**config.mk**
```make
export PLATFORM = sky130hd
export DESIGN_NAME = ara_inval_line_walker
export DESIGN_NICKNAME = d
export VERILOG_FILES = /design/src/rtl/ara_inval_line_walker.sv
export SDC_FILE = /design/constraint.sdc
export NUM_CORES = 1
export LEC_CHECK = 0
export CAP_MARGIN = 20
export CORE_MARGIN = 2
export CORE_UTILIZATION = 33
export CTS_BUF_LIST = sky130_fd_sc_hd__clkbuf_16
export CTS_CLUSTER_SIZE = 24
export DETAILED_ROUTE_END_ITERATION = 10
export HOLD_SLACK_MARGIN = 0.08
export SLEW_MARGIN = 20
export SYNTH_ARGS = -nofsm -noshare
export SYNTH_HDL_FRONTEND = slang
export SYNTH_SLANG_ARGS = --single-unit
```
**constraint.sdc**
```tcl
create_clock -name clk_i -period 9.6 [get_ports clk_i]
set_input_delay 1.44 -clock clk_i [delete_from_list [all_inputs] [get_ports clk_i]]
set_output_delay 1.44 -clock clk_i [all_outputs]
set_load 0.01 [all_outputs]
```
**src/rtl/ara_inval_line_walker.sv**
```systemverilog
// Line walker: expands AXI AW write-burst descriptors into one L1 D-cache
// line invalidation per line touched. Optionally drops an invalidation that
// would repeat the most recently emitted line.
module ara_inval_line_walker #(
  parameter int unsigned AddrWidth   = 64,
  parameter int unsigned L1LineWidth = 16,
  parameter bit          Dedup       = 1'b1
) (
  input  logic                 clk_i,
  input  logic                 rst_i,
  input  logic                 en_i,
  input  logic                 flush_i,
  input  logic                 desc_valid_i,
  output logic                 desc_ready_o,
  input  logic [AddrWidth-1:0] desc_addr_i,
  input  logic [7:0]           desc_len_i,
  input  logic [2:0]           desc_size_i,
  output logic                 inval_valid_o,
  input  logic                 inval_ready_i,
  output logic [AddrWidth-1:0] inval_addr_o,
  output logic                 busy_o
);

  localparam logic [AddrWidth-1:0] LineBytes = AddrWidth'(L1LineWidth);
  localparam logic [AddrWidth-1:0] LineMask  = ~(LineBytes - AddrWidth'(1));

  typedef enum logic {
    IDLE,
    EMIT
  } state_e;

  state_e                 state_q, state_d;
  logic [AddrWidth-1:0]   cur_q, cur_d;
  logic [AddrWidth-1:0]   last_q, last_d;
  logic [AddrWidth-1:0]   hist_q, hist_d;
  logic                   hist_valid_q, hist_valid_d;

  logic [AddrWidth-1:0]   size_mask;
  logic [AddrWidth-1:0]   base_addr;
  logic [AddrWidth-1:0]   span_bytes;
  logic [AddrWidth-1:0]   end_addr;
  logic [AddrWidth-1:0]   first_line;
  logic [AddrWidth-1:0]   last_line;
  logic                   skip_first;

  // Descriptor decode: first and last line touched by the burst (wraps mod 2^AddrWidth).
  always_comb begin
    size_mask  = (AddrWidth'(1) << desc_size_i) - AddrWidth'(1);
    base_addr  = desc_addr_i & ~size_mask;
    span_bytes = AddrWidth'({1'b0, desc_len_i} + 9'd1) << desc_size_i;
    end_addr   = base_addr + span_bytes - AddrWidth'(1);
    first_line = desc_addr_i & LineMask;
    last_line  = end_addr & LineMask;
    skip_first = Dedup && hist_valid_q && (first_line == hist_q);
  end

  // Next-state logic: accept descriptors in IDLE, step one line per handshake in EMIT.
  always_comb begin
    // NOTE: every variable gets a default first so no path leaves it unassigned (no latches).
    state_d      = state_q;
    cur_d        = cur_q;
    last_d       = last_q;
    hist_d       = hist_q;
    hist_valid_d = hist_valid_q;

    unique case (state_q)
      IDLE: begin
        // With en_i low the descriptor is still consumed, just ignored.
        if (desc_valid_i && en_i) begin
          if (!(skip_first && (first_line == last_line))) begin
            cur_d   = skip_first ? (first_line + LineBytes) : first_line;
            last_d  = last_line;
            state_d = EMIT;
          end
        end
      end
      EMIT: begin
        if (inval_ready_i) begin
          hist_d       = cur_q;
          hist_valid_d = 1'b1;
          // Equality (not magnitude) so bursts wrapping through 0 terminate correctly.
          if (cur_q == last_q) begin
            state_d = IDLE;
          end else begin
            cur_d = cur_q + LineBytes;
          end
        end
      end
      default: state_d = IDLE;
    endcase

    // Flush overrides a same-cycle handshake: history ends invalid.
    if (flush_i) begin
      hist_valid_d = 1'b0;
    end
  end

  // State registers with synchronous active-high reset.
  always_ff @(posedge clk_i) begin
    // NOTE: sequential state uses non-blocking assignments so all registers update together.
    if (rst_i) begin
      state_q      <= IDLE;
      cur_q        <= '0;
      last_q       <= '0;
      hist_q       <= '0;
      hist_valid_q <= 1'b0;
    end else begin
      state_q      <= state_d;
      cur_q        <= cur_d;
      last_q       <= last_d;
      hist_q       <= hist_d;
      hist_valid_q <= hist_valid_d;
    end
  end

  // Outputs come straight from registers; no combinational path from inval_ready_i.
  assign desc_ready_o  = (state_q == IDLE);
  assign inval_valid_o = (state_q == EMIT);
  assign busy_o        = (state_q == EMIT);
  assign inval_addr_o  = cur_q;

endmodule

```
==> impl_metrics.ini, run 1 <==
[flow_run]
maxCapViolations = 0

[drt]
detailed_route_wl_microns = 87800
drc = 0
postRouteAntennaNets = 0
routedWlPerCell_microns = 25.2
drt_pass1_iterations = 8
vias = 21300
drt-initial-drc-count = 2784
via_per_inst = 6.11

[worst_setup_path]
crit_path_end_kind = flop
path_class = in -> reg
critical_path.max_fanout = 50
delay_contributed_by_the_slowest_stage_of_the_critical_path_ns = 0.69
cp_data_arrival_time_ns = 8.93
timing.critical_path.max_delay_family = compound AO/OA/AOI/OAI gates
critical-path-slowest-cell = sky130_fd_sc_hd__or4_1
startpoint_type = input pin
critical-path-top-cell-by-count = sky130_fd_sc_hd__a211oi_1
worstPathBufferInverterCount = 5
worst_ep_required_time_ns = 9.91

[grt]
grt_remaining_overflow = 0
number_of_antenna_violations_at_the_first_check_in_global_routing = 2
number_of_global_route_vias_before_repair = 19500
grt_pass1_wl_microns = 128000
globalRouteTotalUtil_pct = 28.4
grt_max_degree = 85

[timing]
rsz0062_at_grt = no
worst_slew_margin_rel_pct = 32.8
slew_viol_final = 0
finalSetupViolations = 0
post-route-worst-setup-slack_ns = 0.978
timing.final.crit_share_pct = 89.8
timing_hold_violations_final = 0
maximum_clock_frequency_mhz = 116
setup_tns_ns = 0
clock_skew_ns = 0.0130
finalHoldWorstSlack_ns = 0.468
timing_worst_slew_pin_value_ns = 1.01
min_period_ns = 8.62

[run_status]
outcome = completed

[floorplan]
fp.coreArea_sq_mm = 0.0566
placementRows = 87
floorplan.die.height_microns = 244
effective_utilization_at_floorplan_pct = 33.5
dieWidth_microns = 244
top_level_ports = 148
floorplan_die_area_sq_mm = 0.0595

[placed_design]
dp.final_hpwl_microns = 69600
worst_setup_timing_slack_at_the_placement_stage_ns = 0.559
placement.io_buffers = 143
routabilityCongestion = 1.07
placed_cells = 3457

[clock_tree]
path_clk_slew_ns = 0.08
clock-sinks = 182
clockRootBuffer = sky130_fd_sc_hd__clkbuf_16
cts.htree.levels = 4
post_cts_buffers = 0
cts.hold.buffers_added = 0
tritoncts = yes
clockBufferDepth = 2
worstSkewPairLatency_ns = 0.47
cts_buffers = 17
postCtsResizedCells = 0

[synth]
yosys_most_used_dff = sky130_fd_sc_hd__dfxtp_1
yosysWarnings = 0
ys_seq_elements = 182
async_reset_ff_share_pct = 0
syn_area_sq_mm = 0.0190
syn-mean-instance-area_sq_um = 7.03
synth.distinct_cells = 83
postSynthCellCount = 2701
synth_sequential_area_ratio_pct = 19.2
synth-edff-count = 0

[finish]
commonest_cells_after_routing_fill_and_taps_aside = sky130_fd_sc_hd__nand2_1, sky130_fd_sc_hd__a21oi_1, sky130_fd_sc_hd__o21ai_0, sky130_fd_sc_hd__dfxtp_1, sky130_fd_sc_hd__nor2_1
layout.nets = 2927
multi_input_comb_area_sq_mm = 0.0142
post_route_cells_drive_above_1_share_pct = 4.58
antenna-diode-count = 0
fillCellCount = 6018
mostFrequentLayoutCell = sky130_fd_sc_hd__nand2_1
ff_latch_area_sq_mm = 0.00365
stdcell_count = 3488
area_growth_pct = 13.7

[power]
power.leakage_nw = 8.11
max-vdd-ir-drop_mv = 0.124
pwr_density_cell_mw_per_mm2 = 132

[hold_path]
hp-class = reg -> reg
[metal layers]
metal  global-route usage, %  share of wire, %
met4                    11.9               4.3
met3                    4.64               9.2
met1                    39.7                43
met2                    43.0                43
met5                       0             0.022
[flip-flops by register name (all words and copies together) (netlist names)]
signal        flops
hist_valid_q      1
hist_q           60
last_q           60
busy_o            1
inval_addr_o     60
[per-stage QoR]
stage / cell area (sq um) / utilization [%] / power, mW
after detailed placement: 21000 / 37.2 / 2.12
after CTS: 21600 / 38.2 / 2.81
after floorplan: 19000 / - / 1.63
after global placement: 21000 / 37.2 / 2.12
final: 21600 / 38.2 / 2.84
after global routing: 21600 / 38.2 / 2.96
[cell usage after synthesis, types with 15 or more instances]
library cell / n / area share [%]
sky130_fd_sc_hd__dfxtp_1: 182 / 19
sky130_fd_sc_hd__nor4_1: 46 / 1.5
sky130_fd_sc_hd__o211ai_1: 33 / 1.3
sky130_fd_sc_hd__nand2_1: 354 / 7.0
sky130_fd_sc_hd__clkbuf_1: 163 / 3.2
sky130_fd_sc_hd__xnor2_1: 142 / 6.5
sky130_fd_sc_hd__a211o_1: 27 / 1.2
sky130_fd_sc_hd__inv_1: 112 / 2.2
sky130_fd_sc_hd__a21o_1: 24 / 0.95
sky130_fd_sc_hd__ha_1: 126 / 8.3
sky130_fd_sc_hd__nor2b_1: 19 / 0.63
sky130_fd_sc_hd__nor3_1: 49 / 1.3
sky130_fd_sc_hd__and3_1: 38 / 1.3
sky130_fd_sc_hd__o21a_1: 15 / 0.59
sky130_fd_sc_hd__a211oi_1: 50 / 2.0
sky130_fd_sc_hd__nand3_1: 134 / 3.5
sky130_fd_sc_hd__a21oi_1: 259 / 6.8
sky130_fd_sc_hd__nor2_1: 179 / 3.5
sky130_fd_sc_hd__o21ai_0: 181 / 4.8
sky130_fd_sc_hd__nand2b_1: 20 / 0.66
sky130_fd_sc_hd__xor2_1: 127 / 5.9
sky130_fd_sc_hd__a32o_1: 19 / 1.0
sky130_fd_sc_hd__and2_1: 19 / 0.63
sky130_fd_sc_hd__nand4_1: 63 / 2.1
sky130_fd_sc_hd__or3_1: 32 / 1.1
[cells by family (layout without fill, tap and decap cells)]
group	after synthesis	count (layout)	share of synthesized area [%]
other cells	1	4	0.0197
xor+xnor	277	277	13.4
simple gates	1019	1019	26.0
mux	16	16	0.856
compound gates	772	772	26.0
buf+inv	308	336	6.34
fa+ha+maj	126	126	8.30
flops	182	182	19.2
[final timing paths]
kind,from,endpoint,slack (ns),cells past startpoint
max,desc_len_i[0],inval_addr_o[39],0.98,27
min,hist_q[13],hist_q[13],0.47,2
max reg2reg,hist_q[14],inval_addr_o[60],4.05,13
min reg2reg,hist_q[13],hist_q[13],0.47,2
[report_power, final]
group | leakage, nW | internal, mW | switching (mW)
Clock | 0.267 | 0.358 | 0.340
Sequential | 1.48 | 0.804 | 0.0898
Combinational | 6.36 | 0.452 | 0.798
[cell type report]
class                           instances  area share, %
Sequential cell                       182           16.9
Tap cell                              756           4.38
Inverter                              112           1.95
Clock buffer                           17           1.97
Multi-Input combinational cell       2214           65.8
Clock inverter                         14          0.597
Timing Repair Buffer                  193           8.47
[worst register-to-register path: cells and delay by family (launching register included)]
family	cells	cell delay (ns)
AO/OA/AOI/OAI	2	0.42
AND/OR/NAND/NOR	9	3.91
XOR/XNOR	2	0.80
flip-flops	1	0.32
Power figures use the tool's default switching activity.
==> run 2, diff against run 1 <==
--- a/config.mk
+++ b/config.mk
@@ -7,7 +7,7 @@
 export LEC_CHECK = 0
 export CAP_MARGIN = 20
 export CORE_MARGIN = 2
-export CORE_UTILIZATION = 33
+export CORE_UTILIZATION = 40
 export CTS_BUF_LIST = sky130_fd_sc_hd__clkbuf_16
 export CTS_CLUSTER_SIZE = 24
 export DETAILED_ROUTE_END_ITERATION = 10
==> run 2 against run 1 <==
Effect of this change:
- final cell count shrank 4.5%
- maximum frequency is 1.5% lower
- largest power group unchanged
- register-to-register slack better by 0.09 ns
- wire length shrank 1.9%
- critical path type unchanged
- clock power about the same
- count of clock-buffer cells in the layout unchanged
- die area down 17%
- largest cell class unchanged
==> impl_metrics.ini, run 2 (synthesis results as in run 1) <==
[finish]
commonest_cells_after_routing_fill_and_taps_aside = sky130_fd_sc_hd__nand2_1, sky130_fd_sc_hd__a21oi_1, sky130_fd_sc_hd__o21ai_0, sky130_fd_sc_hd__dfxtp_1, sky130_fd_sc_hd__nor2_1
layout.nets = 2917
mostFrequentLayoutCell = sky130_fd_sc_hd__nand2_1
post_route_cells_drive_above_1_share_pct = 4.33
area_growth_pct = 12.3
antenna-diode-count = 0

[drt]
drt_pass1_iterations = 7
postRouteAntennaNets = 0
drt-initial-drc-count = 2993
vias = 21500
drc = 0
via_per_inst = 6.46
detailed_route_wl_microns = 86200
routedWlPerCell_microns = 25.9

[worst_setup_path]
critical_path.max_fanout = 26
startpoint_type = input pin
cp_data_arrival_time_ns = 9.04
crit_path_end_kind = flop
regToRegSetupSlack_ns = 4.14
path_class = in -> reg
worst_ep_required_time_ns = 9.89

[grt]
gr-usage-met3_pct = 4.92
globalRouteTotalUtil_pct = 33.6
groute.layer.met1.usage_pct = 47.6
grt_max_degree = 85
number_of_global_route_vias_before_repair = 19300
grt_pass1_wl_microns = 126000
grt_remaining_overflow = 0
busiest_layer = met2
grt_use_met2_pct = 50.5
number_of_antenna_violations_at_the_first_check_in_global_routing = 0

[hold_path]
hp-class = reg -> reg

[timing]
worst_slew_margin_rel_pct = 27.4
timing_worst_slew_pin_value_ns = 1.08
clock_skew_ns = 0.00882
setup_tns_ns = 0
slew_viol_final = 0
min_period_ns = 8.75
finalSetupViolations = 0
rsz0062_at_grt = no
timing.final.crit_share_pct = 91.2
maximum_clock_frequency_mhz = 114
timing_hold_violations_final = 0

[power]
power.leakage_nw = 8.06
max-vdd-ir-drop_mv = 0.102
pwr_density_cell_mw_per_mm2 = 133
power.total_mw = 2.83

[floorplan]
placementRows = 79
fp.coreArea_sq_mm = 0.0468
effective_utilization_at_floorplan_pct = 40.6
dieWidth_microns = 222
top_level_ports = 148
floorplan_die_area_sq_mm = 0.0492
floorplan.die.height_microns = 222

[clock_tree]
cts.htree.levels = 4
clockBufferDepth = 2
path_clk_slew_ns = 0.07
worstSkewPairLatency_ns = 0.48
cts.hold.buffers_added = 0
clock-sinks = 182
post_cts_buffers = 0
cts_buffers = 17
clockRootBuffer = sky130_fd_sc_hd__clkbuf_16
tritoncts = yes
postCtsResizedCells = 0

[run_status]
outcome = completed

[placed_design]
dp.final_hpwl_microns = 67900
routabilityCongestion = 1.08
placement.io_buffers = 143

[flow_run]
maxCapViolations = 0
==> run 2: changes by cell type in the layout (fill, tap and decap cells not counted), sizes merged <==
cell and change:
buf -10, clkinvlp -2, inv +6, bufinv -1, clkinv -2
==> run 2: area by class of cell <==
cell class	instances	area, sq um
Clock buffer	17	425
Clock inverter	15	131
Fill cell	4838	25400
Inverter	112	420
Multi-Input combinational cell	2214	14200
Sequential cell	182	3650
Tap cell	607	759
Timing Repair Buffer	183	1740
==> run 2: metrics by stage <==
| step | instance area (sq um) | worst slack, ns | hold slack (ns) | instances | util (%) |
|---|---|---|---|---|---|
| 6_report | 21300 | 0.846 | 0.459 | 3330 | 45.6 |
| 5_1_grt | 21300 | 0.482 | 0.490 | 3330 | 45.6 |
| 4_1_cts | 21300 | 0.988 | 0.457 | 3330 | 45.6 |
| 3_5_place_dp | 20800 | 0.505 | 0.448 | 3298 | 44.4 |
| 3_3_place_gp | 20800 | 0.557 | 0.447 | 3298 | 44.4 |
| 2_1_floorplan | 19000 | 2.58 | 0.436 | 2704 | - |
==> run 2: worst max-delay path, stage by stage <==
cell	delay [ns]
sky130_fd_sc_hd__clkdlybuf4s50_1	0.52
sky130_fd_sc_hd__ha_1	0.38
sky130_fd_sc_hd__a311oi_1	0.31
sky130_fd_sc_hd__o21bai_1	0.15
sky130_fd_sc_hd__a22oi_1	0.11
sky130_fd_sc_hd__mux2_2	0.29
sky130_fd_sc_hd__a22oi_1	0.24
sky130_fd_sc_hd__ha_1	0.19
sky130_fd_sc_hd__inv_1	0.05
sky130_fd_sc_hd__ha_1	0.40
sky130_fd_sc_hd__a21oi_1	0.28
sky130_fd_sc_hd__o21ai_0	0.28
sky130_fd_sc_hd__a221oi_1	0.62
sky130_fd_sc_hd__nand2_1	0.32
sky130_fd_sc_hd__and3_1	0.29
sky130_fd_sc_hd__a2111oi_0	0.45
sky130_fd_sc_hd__buf_4	0.21
sky130_fd_sc_hd__nand4_1	0.09
sky130_fd_sc_hd__a2111oi_0	0.76
sky130_fd_sc_hd__nand4_1	0.46
sky130_fd_sc_hd__or2_2	0.48
sky130_fd_sc_hd__a21oi_4	0.15
sky130_fd_sc_hd__buf_4	0.36
sky130_fd_sc_hd__a221oi_1	0.18
==> run 2: layer usage <==
metal / part of all wire [%] / wire (microns)
met5: 0 / 0
met4: 4.7 / 4020
met3: 9.8 / 8430
met2: 42 / 36500
met1: 43 / 37200
==> run 2: path summary, 6_finish.rpt <==
check / cells after the start / to / start
max: 24 / inval_addr_o[27] / desc_len_i[0]
min reg2reg: 2 / hist_q[7] / hist_q[7]
min: 2 / hist_q[7] / hist_q[7]
max reg2reg: 13 / inval_addr_o[60] / hist_q[4]
==> run 2: report_power, final <==
part           internal (mW)  switching (mW)  leakage, nW
clock network          0.342           0.356        0.275
registers              0.804          0.0959         1.48
logic                  0.446           0.789         6.30
